[config.mk]
export PLATFORM = sky130hd
export DESIGN_NAME = jt12_wr_queue
export DESIGN_NICKNAME = d
export VERILOG_FILES = /design/src/rtl/jt12_wr_queue.sv
export SDC_FILE = /design/constraint.sdc
export NUM_CORES = 1
export LEC_CHECK = 0
export BUFFER_PORTS_ARGS = -buffer_cell sky130_fd_sc_hd__buf_2
export CORE_ASPECT_RATIO = 0.5
export CORE_UTILIZATION = 35
export CTS_CLUSTER_SIZE = 25
export DETAILED_ROUTE_END_ITERATION = 12
export GPL_TIMING_DRIVEN = 0
export PLACE_DENSITY_LB_ADDON = 0.25
export SETUP_SLACK_MARGIN = 0.02
export SLEW_MARGIN = 20
export SYNTH_ARGS = -nofsm -noshare
export SYNTH_HDL_FRONTEND = slang
export SYNTH_SLANG_ARGS = --single-unit
export TNS_END_PERCENT = 50
[constraint.sdc]
create_clock -name clk -period 4.49 [get_ports clk]
set_clock_uncertainty 0.2 [all_clocks]
set_input_delay 0 -clock clk [delete_from_list [all_inputs] [get_ports clk]]
set_output_delay 0 -clock clk [all_outputs]
set_load 0.02 [all_outputs]
[src/rtl/jt12_wr_queue.sv]
// jt12_wr_queue: FIFO write scheduler replaying CPU register writes onto the jt12 bus with cen-paced gaps.
// Optional JT12_WRQ_ADDR_SKIP_EN skips the address write when {port,reg} repeats the last one written.
module jt12_wr_queue #(
  parameter int AW        = 4,
  parameter int WAIT_ADDR = 4,
  parameter int WAIT_DATA = 32
) (
  input  logic          clk,
  input  logic          rst,
  input  logic          cen,
  input  logic          cpu_wr,
  input  logic          cpu_port,
  input  logic [7:0]    cpu_reg,
  input  logic [7:0]    cpu_val,
  output logic          full,
  output logic          empty,
  output logic          idle,
  output logic [AW:0]   level,
  output logic          ovf,
  output logic [7:0]    ym_din,
  output logic [1:0]    ym_addr,
  output logic          ym_cs_n,
  output logic          ym_wr_n
);
  localparam int DEPTH = 2**AW;
  localparam int CW    = $clog2((WAIT_DATA > WAIT_ADDR ? WAIT_DATA : WAIT_ADDR) + 2);
  typedef enum logic [2:0] {S_IDLE, S_ADDR, S_AGAP, S_DATA, S_DGAP} st_t;
  logic [16:0]   r_mem [DEPTH];
  logic [AW-1:0] r_wp, r_rp;
  logic [AW:0]   r_level, w_lvl;
  logic          r_full, r_empty, r_ovf;
  st_t           r_st, w_nst;
  logic [CW-1:0] r_cnt, w_ncnt;
  logic          w_pop, w_push, w_skip;
  logic [16:0]   r_hold, w_head, w_ent;
  logic [7:0]    r_din;
  logic [1:0]    r_addr;
  logic          r_strb_n;
  assign w_head  = r_mem[r_rp];
  assign w_push  = cpu_wr && (!r_full || w_pop);
  assign w_lvl   = r_level + (AW+1)'(w_push) - (AW+1)'(w_pop);
  assign w_ent   = w_pop ? w_head : r_hold;
  assign full    = r_full;
  assign empty   = r_empty;
  assign level   = r_level;
  assign ovf     = r_ovf;
  assign idle    = r_empty && (r_st == S_IDLE);
  assign ym_din  = r_din;
  assign ym_addr = r_addr;
  assign ym_cs_n = r_strb_n;
  assign ym_wr_n = r_strb_n;
  always_ff @(posedge clk)
    if (w_push) r_mem[r_wp] <= {cpu_port, cpu_reg, cpu_val};
  always_ff @(posedge clk) begin
    if (rst) begin
      r_wp    <= '0;
      r_rp    <= '0;
      r_level <= '0;
      r_full  <= 1'b0;
      r_empty <= 1'b1;
      r_ovf   <= 1'b0;
    end else begin
      r_wp    <= r_wp + AW'(w_push);
      r_rp    <= r_rp + AW'(w_pop);
      r_level <= w_lvl;
      r_full  <= w_lvl == (AW+1)'(DEPTH);
      r_empty <= w_lvl == '0;
      r_ovf   <= r_ovf | (cpu_wr & r_full & ~w_pop);
    end
  end
`ifdef JT12_WRQ_ADDR_SKIP_EN
  logic [8:0] r_last;
  logic       r_last_v;
  always_ff @(posedge clk) begin
    if (rst) begin
      r_last   <= '0;
      r_last_v <= 1'b0;
    end else if (cen && r_st == S_ADDR) begin
      r_last   <= r_hold[16:8];
      r_last_v <= 1'b1;
    end
  end
  assign w_skip = r_last_v && (r_last == w_head[16:8]);
`else
  assign w_skip = 1'b0;
`endif
  always_comb begin
    w_nst  = r_st;
    w_ncnt = r_cnt;
    w_pop  = 1'b0;
    if (cen)
      case (r_st)
        S_IDLE: if (!r_empty) begin
          w_pop = 1'b1;
          w_nst = w_skip ? S_DATA : S_ADDR;
        end
        S_ADDR: begin
          w_nst  = (WAIT_ADDR == 0) ? S_DATA : S_AGAP;
          w_ncnt = CW'(WAIT_ADDR - 1);
        end
        S_AGAP: begin
          w_nst  = (r_cnt == '0) ? S_DATA : S_AGAP;
          w_ncnt = r_cnt - 1'b1;
        end
        S_DATA: begin
          w_nst  = (WAIT_DATA == 0) ? S_IDLE : S_DGAP;
          w_ncnt = CW'(WAIT_DATA - 1);
        end
        S_DGAP: begin
          w_nst  = (r_cnt == '0) ? S_IDLE : S_DGAP;
          w_ncnt = r_cnt - 1'b1;
        end
        default: w_nst = S_IDLE;
      endcase
  end
  // Bus pins are registered from the next state so the strobe spans exactly the ADDR/DATA cen cycle.
  always_ff @(posedge clk) begin
    if (rst) begin
      r_st     <= S_IDLE;
      r_cnt    <= '0;
      r_hold   <= '0;
      r_strb_n <= 1'b1;
      r_din    <= '0;
      r_addr   <= '0;
    end else begin
      r_st     <= w_nst;
      r_cnt    <= w_ncnt;
      r_strb_n <= !(w_nst == S_ADDR || w_nst == S_DATA);
      if (w_pop) r_hold <= w_head;
      if (w_nst == S_ADDR) begin
        r_addr <= {w_ent[16], 1'b0};
        r_din  <= w_ent[15:8];
      end
      if (w_nst == S_DATA) begin
        r_addr <= {w_ent[16], 1'b1};
        r_din  <= w_ent[7:0];
      end
    end
  end
endmodule

Word level (Yosys, flattened, before mapping):

Memory sizes are Yosys's and may differ from the RTL's. A register that Yosys moved wholly into a read port is not among the register bits.
Index checks and enable logic that the tools add are counted.
Widths: inputs -> output; s select.

* flip-flop bits (word level): 53
* memory bits (writable): 272
* bits of input ports: 21
* output and inout bits: 21
* word-level logic and storage cells: 59
* memories: 1

* $add $sub $neg: 5
* equal/unequal tests: 7
* mux-type cells: 17
* bitwise operators: 4
* reduce and logical (&&, ||, !) cells: 13

Memories
* r_mem: words 16, bits a word 17, read ports 1, clocked after Yosys merged registers in 1, wr ports 1, RTL line 28 `logic [16:0] r_mem [DEPTH];`

Operators with widths (number)
* $pmux 6 s3: 1
* $mux 17: 1
* $mux 8: 2
* $pmux 3 s5: 1
* $eq 3x2->1 const B: 3
* $mux 3: 3
* $add 4x1->4: 2
* $eq 3x1->1 const B: 2
* $logic_not 6->1: 1
* $mux 1: 6
* $sub 6x1->6 const B: 1
* $add 5x1->5: 1
* $eq 5x5->1 const B: 1
* $logic_not 5->1: 1
* $sub 5x1->5: 1
* $mux 2: 2
* $mux 4: 1
* $eq 3x3->1 const B: 1
* $logic_not 3->1: 1
* $reduce_bool 3->1: 1
* $and 1x1->1: 2
* $logic_and 1x1->1: 2
* $logic_not 1->1: 2
* $logic_or 1x1->1: 2
* other kinds (5): 5

Depth between registers and ports, before layout:

Gate-level depths: netlist (run 1).

* word-level depth: 8
* mapped depth: 15
* depth with buffers taken out: 13

Worst setup path before layout (run 1):

Ideal clock, no wire load.

* path kind: flip-flop to flip-flop
* from: register r_empty, in the netlist empty
* to: memory r_mem[0][0], enable pin
* library setup time: 0.413 ns
* data arrival time: 2.694 ns
* data required time: 3.877 ns
* path slack: 1.184 ns
* stages on the path, launching flop included: 7
* path buffers: 1
* period minus slack after synthesis: 3.306 ns
* cell sequence: dfxtp_1 -> or3b_1 -> buf_2 -> o21ai_0 -> nand2_1 -> or3_1 -> nor3_1

* longest elaborated chain between the ends: 7

Ends and longest elaborated chain
* start: declaration: RTL line 31 `logic r_full, r_empty, r_ovf;`
* start signal: assignment: RTL line 60 `r_empty <= 1'b1;`
* start signal: assignment: RTL line 67 `r_empty <= w_lvl == '0;`
* $mux 1: RTL line 93 `S_IDLE: if (!r_empty) begin`
* $mux 1: RTL line 92 `case (r_st)`
* $mux 1: RTL line 91 `if (cen)`
* $logic_or 1x1->1: RTL line 40 `assign w_push = cpu_wr && (!r_full || w_pop);`
* $logic_and 1x1->1: RTL line 40
* $mux 1: RTL line 53 `if (w_push) r_mem[r_wp] <= {cpu_port, cpu_reg, cpu_val};`
* $mux 1 (implied by the code): RTL line 53
* end: declaration: RTL line 28

No other way between the ends.

Worst setup path in the final report (run 1):

* from: register r_st[1]
* to: register r_full, in the netlist full

* longest elaborated chain between the ends: 8

Ends and longest elaborated chain
* start: declaration: RTL line 32 `st_t r_st, w_nst;`
* start signal: assignment: RTL line 126 `r_st <= w_nst;`
* $logic_not 3->1 *: RTL line 92
* $mux 1 *: RTL line 92
* $mux 1 *: RTL line 91
* $logic_or 1x1->1: RTL line 40
* $logic_and 1x1->1: RTL line 40
* $add 5x1->5: RTL line 41 `assign w_lvl = r_level + (AW+1)'(w_push) - (AW+1)'(w_pop);`
* $sub 5x1->5 *: RTL line 41
* $eq 5x5->1 *: RTL line 66 `r_full <= w_lvl == (AW+1)'(DEPTH);`
* end signal: assignment: RTL line 66
* end: declaration: RTL line 31

Every way passes the cells marked *; elsewhere a longest branch is shown, timed or not.
A chain may end at the register's enable or synchronous reset.

==> results of run 1 <==
==> stage by stage <==
step / setup TNS [ns] / hold WS, ns / setup WS [ns] / util
6_report: 0 / 0.06523 / 0.9185 / 0.4215
5_1_grt: 0 / 0.07660 / 0.5438 / 0.4215
4_1_cts: 0 / 0.04386 / 0.8938 / 0.4215
3_5_place_dp: 0 / 0.07234 / 0.9075 / 0.3890
3_3_place_gp: -36.02 / 0.08000 / -0.6735 / 0.3785
2_1_floorplan: 0 / -0.1011 / 1.184 / -
==> cell families (layout without fill, tap and decap cells) <==
group	after synthesis	after routing	share of synthesized area
fa+ha+maj	12	12	0.01230
compound gates	104	104	0.05809
xor+xnor	10	10	0.006834
mux	102	102	0.1277
simple gates	131	131	0.05360
buf+inv	53	186	0.02138
flops	325	325	0.7201
==> cells in the final DEF (no fill, tap or decap), drive strengths merged, types with 3 or more instances in the layout <==
master	n
o21ai	7
edfxtp	272
nor2	42
nand2	20
dlygate4sd3	20
xor2	3
a21oi	27
nor3	16
a22o	7
a22oi	14
clkbuf	56
nor3b	4
a211oi	6
inv	14
a221oi	10
mux2	12
mux4	48
dfxtp	53
xnor2	7
a21o	3
o22ai	9
mux2i	42
ha	11
and2	3
nand3b	3
or2	7
a311oi	5
nor2b	14
buf	81
o21bai	5
clkinv	13
nand2b	5
==> what timing repair did <==
item,in CTS,in global routing
gates resized for setup,0,0
endpoints found under the setup margin,0,0
hold buffers,20,0
hold endpoints to repair,289,0
==> sequential cells by signal, summed over array words and instances (netlist names) <==
name     cells
ym_addr      2
ym_din       8
r_mem      272
r_wp         4
level        5
r_rp         4
ovf          1
ym_cs_n      1
full         1
empty        1
r_st         3
r_hold      17
r_cnt        6
==> synthesized netlist by cell type, drive strengths merged, types with 4 or more instances <==
cell    number  area share
a211oi       6      0.0047
a21oi       27       0.011
a221oi      10      0.0073
a22o         7      0.0048
a22oi       14      0.0082
a311oi       5      0.0034
buf         24       0.013
clkbuf      14      0.0042
dfxtp       53       0.083
edfxtp     272        0.64
ha          11       0.011
inv         14      0.0041
mux2        12       0.011
mux2i       42       0.033
mux4        48       0.084
nand2       20      0.0059
nand2b       5      0.0024
nor2        42       0.012
nor2b       14      0.0068
nor3        16      0.0066
nor3b        4      0.0027
o21ai        7      0.0027
o21bai       5      0.0029
o22ai        9      0.0044
or2          7      0.0034
xnor2        7      0.0048
==> area by class of cell <==
type | count | area (µm²) | share of cell area
flip-flops and latches | 325 | 9229 | 0.6083
well taps | 484 | 605.6 | 0.03992
repair buffers | 77 | 668.1 | 0.04404
multi-input cells | 359 | 3423 | 0.2256
clock inverters | 14 | 123.9 | 0.008165
clock buffers | 42 | 847.1 | 0.05584
inverters | 15 | 56.30 | 0.003711
plain buffers | 38 | 217.7 | 0.01435
==> layer usage <==
| metal | wire length [µm] | vias to the layer above | GRT usage |
|---|---|---|---|
| met4 | 541 | 0 | 0.03121 |
| met3 | 2155 | 44 | 0.02736 |
| met1 | 14450 | 3718 | 0.2493 |
| met5 | 0 | - | 0 |
| li1 | - | 3145 | - |
| met2 | 14090 | 227 | 0.2640 |
==> power by group through the flow <==
stage               clock (W)  sequential, W  combinational [W]
finish                0.00252        0.00354            0.00149
global route          0.00268        0.00356            0.00161
CTS                   0.00257        0.00354            0.00150
detailed placement          0        0.00360            0.00148
global placement            0        0.00361            0.00142
floorplan                   0        0.00365           0.000947
==> worst max-delay path by stage <==
stage / startpoint / end / slack, ns
final: r_st[1]$_SDFF_PP0_ / full$_SDFF_PP0_ / 0.92
after global routing: r_st[2]$_SDFF_PP0_ / full$_SDFF_PP0_ / 0.54
after CTS: r_st[2]$_SDFF_PP0_ / full$_SDFF_PP0_ / 0.89
after detailed placement: r_st[1]$_SDFF_PP0_ / full$_SDFF_PP0_ / 0.91
after global placement: r_st[1]$_SDFF_PP0_ / r_mem[0][0]$_DFFE_PP_ / -0.67
after floorplan: empty$_SDFF_PP1_ / r_mem[0][0]$_DFFE_PP_ / 1.18
==> critical path: stages, from the launching register on <==
cell,delay [ns]
dfxtp_1,0.44
or2_2,0.15
clkbuf_1,0.34
or2_1,0.18
buf_6,0.12
clkinv_1,0.26
ha_1,0.37
inv_1,0.06
ha_1,0.15
inv_1,0.06
fa_1,0.43
xnor2_1,0.16
nor4b_1,0.34
nor3b_1,0.22
==> key figures, run 1 <==
Hold path
  – Worst Hold Path Cells: 4
  – Hold_sp: cpu_wr
  – Hold WC Path Type: in -> reg
  – Worst min-delay path endpoint: ovf$_SDFF_PP0_

Cells and area
  – Final net count: between 800 and 900
  – Post-route cell area: 15170 µm²
  – Final non-filler cell total: 1354
  – Ant diodes: 0
  – Area growth syn-to-layout: 18.37%
  – Layout cells sized above 1: 0.2448
  – # fillers: 3240

Power
  – Worst vdd ir: 277.0 µV
  – Total power: 0.007541 W
  – Net Sw Frac: 0.2693
  – Switch Pwr: around 0.0020 W
  – Clock Power Share: 0.334
  – Logic pwr share: 0.197
  – Leakage: 4.903 nW
  – Sequential power share: 0.469
  – Pwr/cell area: 497.1 nW/µm²
  – Int Pwr: 0.005510 W

Setup path
  – Worst r2r path cells: 13
  – Max Fanout on Critical Path: 7
  – Critical path class: reg -> reg
  – CP Data Required Time: ~4.8 ns
  – Crit path DAT: 3.85 ns
  – Register-to-register setup slack: around 0.92 ns
  – Critical Path Start Type: flop
  – FF-to-FF End: full$_SDFF_PP0_
  – Worst Setup End Kind: flop
  – FF-to-FF Start: r_st[1]$_SDFF_PP0_

Timing
  – Final hold viol count: 0
  – Worst slew margin: 0.2990
  – Fin crit share: 0.7954
  – Fmax: 280.0 MHz
  – Unrepaired setup endpoints after global routing: no
  – Tmin final: 3.572 ns
  – Worst-margin pin slew: 1.022 ns
  – Final slew viol count: 0
  – Final setup viols: 0

Clocking
  – CTS tree: yes
  – CTS Sinks: 325
  – Skew-Pair Late Insertion Delay: 0.57 ns
  – H-tree depth: 1
  – Clock buffer depth: 3
  – Clk slew on worst S/H paths: 0.06 ns
  – Setup Fix Bufs, Post-CTS: 0
  – Root Driver: clkbuf_16
  – CTS Buf Count: 30

Place
  – DP HPWL: 21.10 mm
  – Port Buffer Count: 40
  – Placed cell area: around 14000 µm²
  – Placed insts: 1278
  – GPL Wtd Cong: 0.7943

Die
  – Top Ports: 42
  – Row count: 49
  – Die area: 37430 µm²
  – Die Height: between 100 and 150 µm
  – Die Span X: 272.6 µm
  – Core Region: 35990 µm²
  – Starting Density: 0.3561

Global routing
  – Largest net degree at the start of global routing: 18
  – First-pass GRT wire length: 45.93 mm
  – Total track usage: 0.1687
  – Initial antenna violation count: 0
  – Vias in the first global route: a little over 7000
  – GR Overflow Total: 0

Routing
  – Initial drt markers: 657
  – DRC: 0
  – Drt total wl: 31.23 mm
  – Routed wire per std cell: 23.07 µm
  – Vias: 7134
  – Router iterations before antenna repair: 5
  – Post-DRT Antenna Nets: 0
  – Vias per cell: roughly 5.3

Synthesis
  – Net count after synthesis: 770
  – Post-synthesis sequential area ratio: 0.7201
  – #FFs+latches synth: 325
  – Mapped cell area: 12820 µm²
  – Syn Area/Cell: 17.39 µm²
  – Mapped Cells: 737
  – Post-synth EDFFs: 272
  – Synth cell types: 63
  – Synth async-reset ratio: 0
  – Syn. warnings: 0
  – Synth Flop Type: edfxtp_1

Flow run
  – Max-cap violations: 0

Run status
  – Run status: complete, no violations
Note: power is estimated with default switching activity, not from simulation.
==> inputs of run 2 (changes only) <==
==> constraint.sdc (replaced) <==
create_clock -name clk -period 3.25 [get_ports clk]
set_clock_uncertainty 0.2 [all_clocks]
set_input_delay 0 -clock clk [delete_from_list [all_inputs] [get_ports clk]]
set_output_delay 0 -clock clk [all_outputs]
set_load 0.02 [all_outputs]
==> key figures, run 2 (same netlist as run 1, synthesis figures left out) <==
Cells and area
  – Ant diodes: 0
  – Most frequent cells in the layout: edfxtp_1, dfxtp_1, buf_2
  – Final non-filler cell total: 1353
  – Layout cells sized above 1: 0.2658
  – Most common library cell in the layout ignoring fill and taps: edfxtp_1
  – Max FFs per register: between 200 and 300
  – Area growth syn-to-layout: 19.90%
  – # fillers: 3194
  – Biggest register: r_mem
  – Final net count: 880

Setup path
  – Crit path DAT: 3.17 ns
  – Max Fanout on Critical Path: 10
  – Worst r2r path cells: 7
  – CP Data Required Time: roughly 3.3 ns
  – Critical Path Start Type: flop
  – Worst Setup End Kind: flop
  – Critical path class: reg -> reg

Timing
  – Fmax: 323.6 MHz
  – Worst-margin pin slew: 1.068 ns
  – Final slew viol count: 0
  – Tightest hold margin: 0.07437 ns
  – Tmin final: just over 3 ns
  – Worst slew margin: 0.2679
  – Fin crit share: 0.9508
  – Final hold viol count: 0
  – Final setup viols: 0

Die
  – Top Ports: 42
  – Starting Density: 0.3561
  – Die Span X: ~270 µm
  – Die area: ~37000 µm²
  – Row count: approximately 50
  – Die Height: 137.3 µm
  – Core Region: 35990 µm²

Routing
  – Vias per cell: 5.273
  – Routed wire per std cell: 22.93 µm
  – Initial drt markers: 766
  – DRC: 0
  – Post-DRT Antenna Nets: 0
  – Vias: 7134
  – Drt total wl: 31.02 mm
  – Router iterations before antenna repair: 7

Global routing
  – GR Overflow Total: 0
  – Largest net degree at the start of global routing: 18
  – First-pass GRT wire length: 45.85 mm
  – Vias in the first global route: approximately 7000
  – Initial antenna violation count: 0
  – Total track usage: 0.1683

Clocking
  – H-tree depth: 1
  – Skew-Pair Late Insertion Delay: slightly below 0.6 ns
  – Clk slew on worst S/H paths: 0.07 ns
  – Clock buffer depth: 3
  – CTS tree: yes
  – CTS Buf Count: 29
  – CTS Sinks: 325
  – Root Driver: clkbuf_16

Power
  – Pwr/cell area: 710.5 nW/µm²
  – Worst vdd ir: between 400 and 500 µV
  – Leakage: between 4 and 5 nW
  – Total power: 0.01092 W

Flow run
  – Max-cap violations: 0

Hold path
  – Worst Hold Path Cells: 4
  – Hold WC Path Type: in -> reg

Place
  – GPL Wtd Cong: 0.8027
  – Placed insts: roughly 1300
  – Port Buffer Count: 40
  – DP HPWL: 20.91 mm

Run status
  – Run status: complete, no violations
[run 2: cell count changes in the layout (fill, tap and decap cells not counted), moves of 3 or more]
cell,change
clkinv_1,-5
clkbuf_1,-6
bufinv_16,+5
buf_4,+3
[run 2: worst max-delay path, cell delays in order (launching register included)]
cell,delay [ns]
dfxtp_4,0.36
or3b_1,0.38
buf_6,0.14
o21ai_0,0.15
nand2_1,0.13
or3_1,0.54
nor3_4,0.66
buf_16,0.23
[run 2: worst paths after layout]
check | startpoint | slack [ns] | to
worst max-delay path | empty$_SDFF_PP1_ | 0.16 | r_mem[0][4]$_DFFE_PP_
worst min-delay path | cpu_wr | 0.07 | ovf$_SDFF_PP0_
worst max register to register | empty$_SDFF_PP1_ | 0.16 | r_mem[0][4]$_DFFE_PP_
worst min register to register | r_hold[10]$_SDFF_PP0_ | 0.26 | r_hold[10]$_SDFF_PP0_
[run 2: stage by stage]
stage                     worst slack (ns)  utilization  TNS [ns]  instance area [µm²]
after floorplan                    0.06898            -         0                12820
after global placement              -1.691       0.3786   -208.10                13630
after detailed placement           -0.2157       0.3892   -0.4559                14010
after CTS                          0.04834       0.4250         0                15290
after global routing              -0.02246       0.4270  -0.02542                15370
final                               0.1598       0.4270         0                15370
[run 2: layer usage]
| layer | vias to the layer above | global-route usage | share of wire |
|---|---|---|---|
| met3 | 59 | 0.02736 | 0.055 |
| met5 | - | 0 | 0 |
| met4 | 0 | 0.04401 | 0.025 |
| met2 | 235 | 0.2563 | 0.44 |
| li1 | 3149 | - | - |
| met1 | 3691 | 0.2498 | 0.48 |
[run 2: area by class of cell]
cell class / count / area, µm² / share of cell area
multi-input cells: 359 / 3461 / 0.2252
flip-flops and latches: 325 / 9236 / 0.6011
clock buffers: 36 / 792.0 / 0.05154
repair buffers: 80 / 705.7 / 0.04592
plain buffers: 37 / 220.2 / 0.01433
clock inverters: 17 / 281.5 / 0.01832
well taps: 484 / 605.6 / 0.03941
inverters: 15 / 63.81 / 0.004153
[run 2: report_power, final]
part / switching, W / internal, W / total [W]
sequential: 0.000126 / 0.00477 / 0.00490
combinational: 0.00121 / 0.000946 / 0.00216
clock: 0.00157 / 0.00229 / 0.00386
total: 0.00291 / 0.00801 / 0.0109
[run 2: repair_timing]
item	CTS	global route
hold buffers	20	0
setup buffers	0	5
endpoints found under the setup margin	3	3
endpoints found under the hold margin	286	0
resized for setup	5	12
pin swaps	1	6
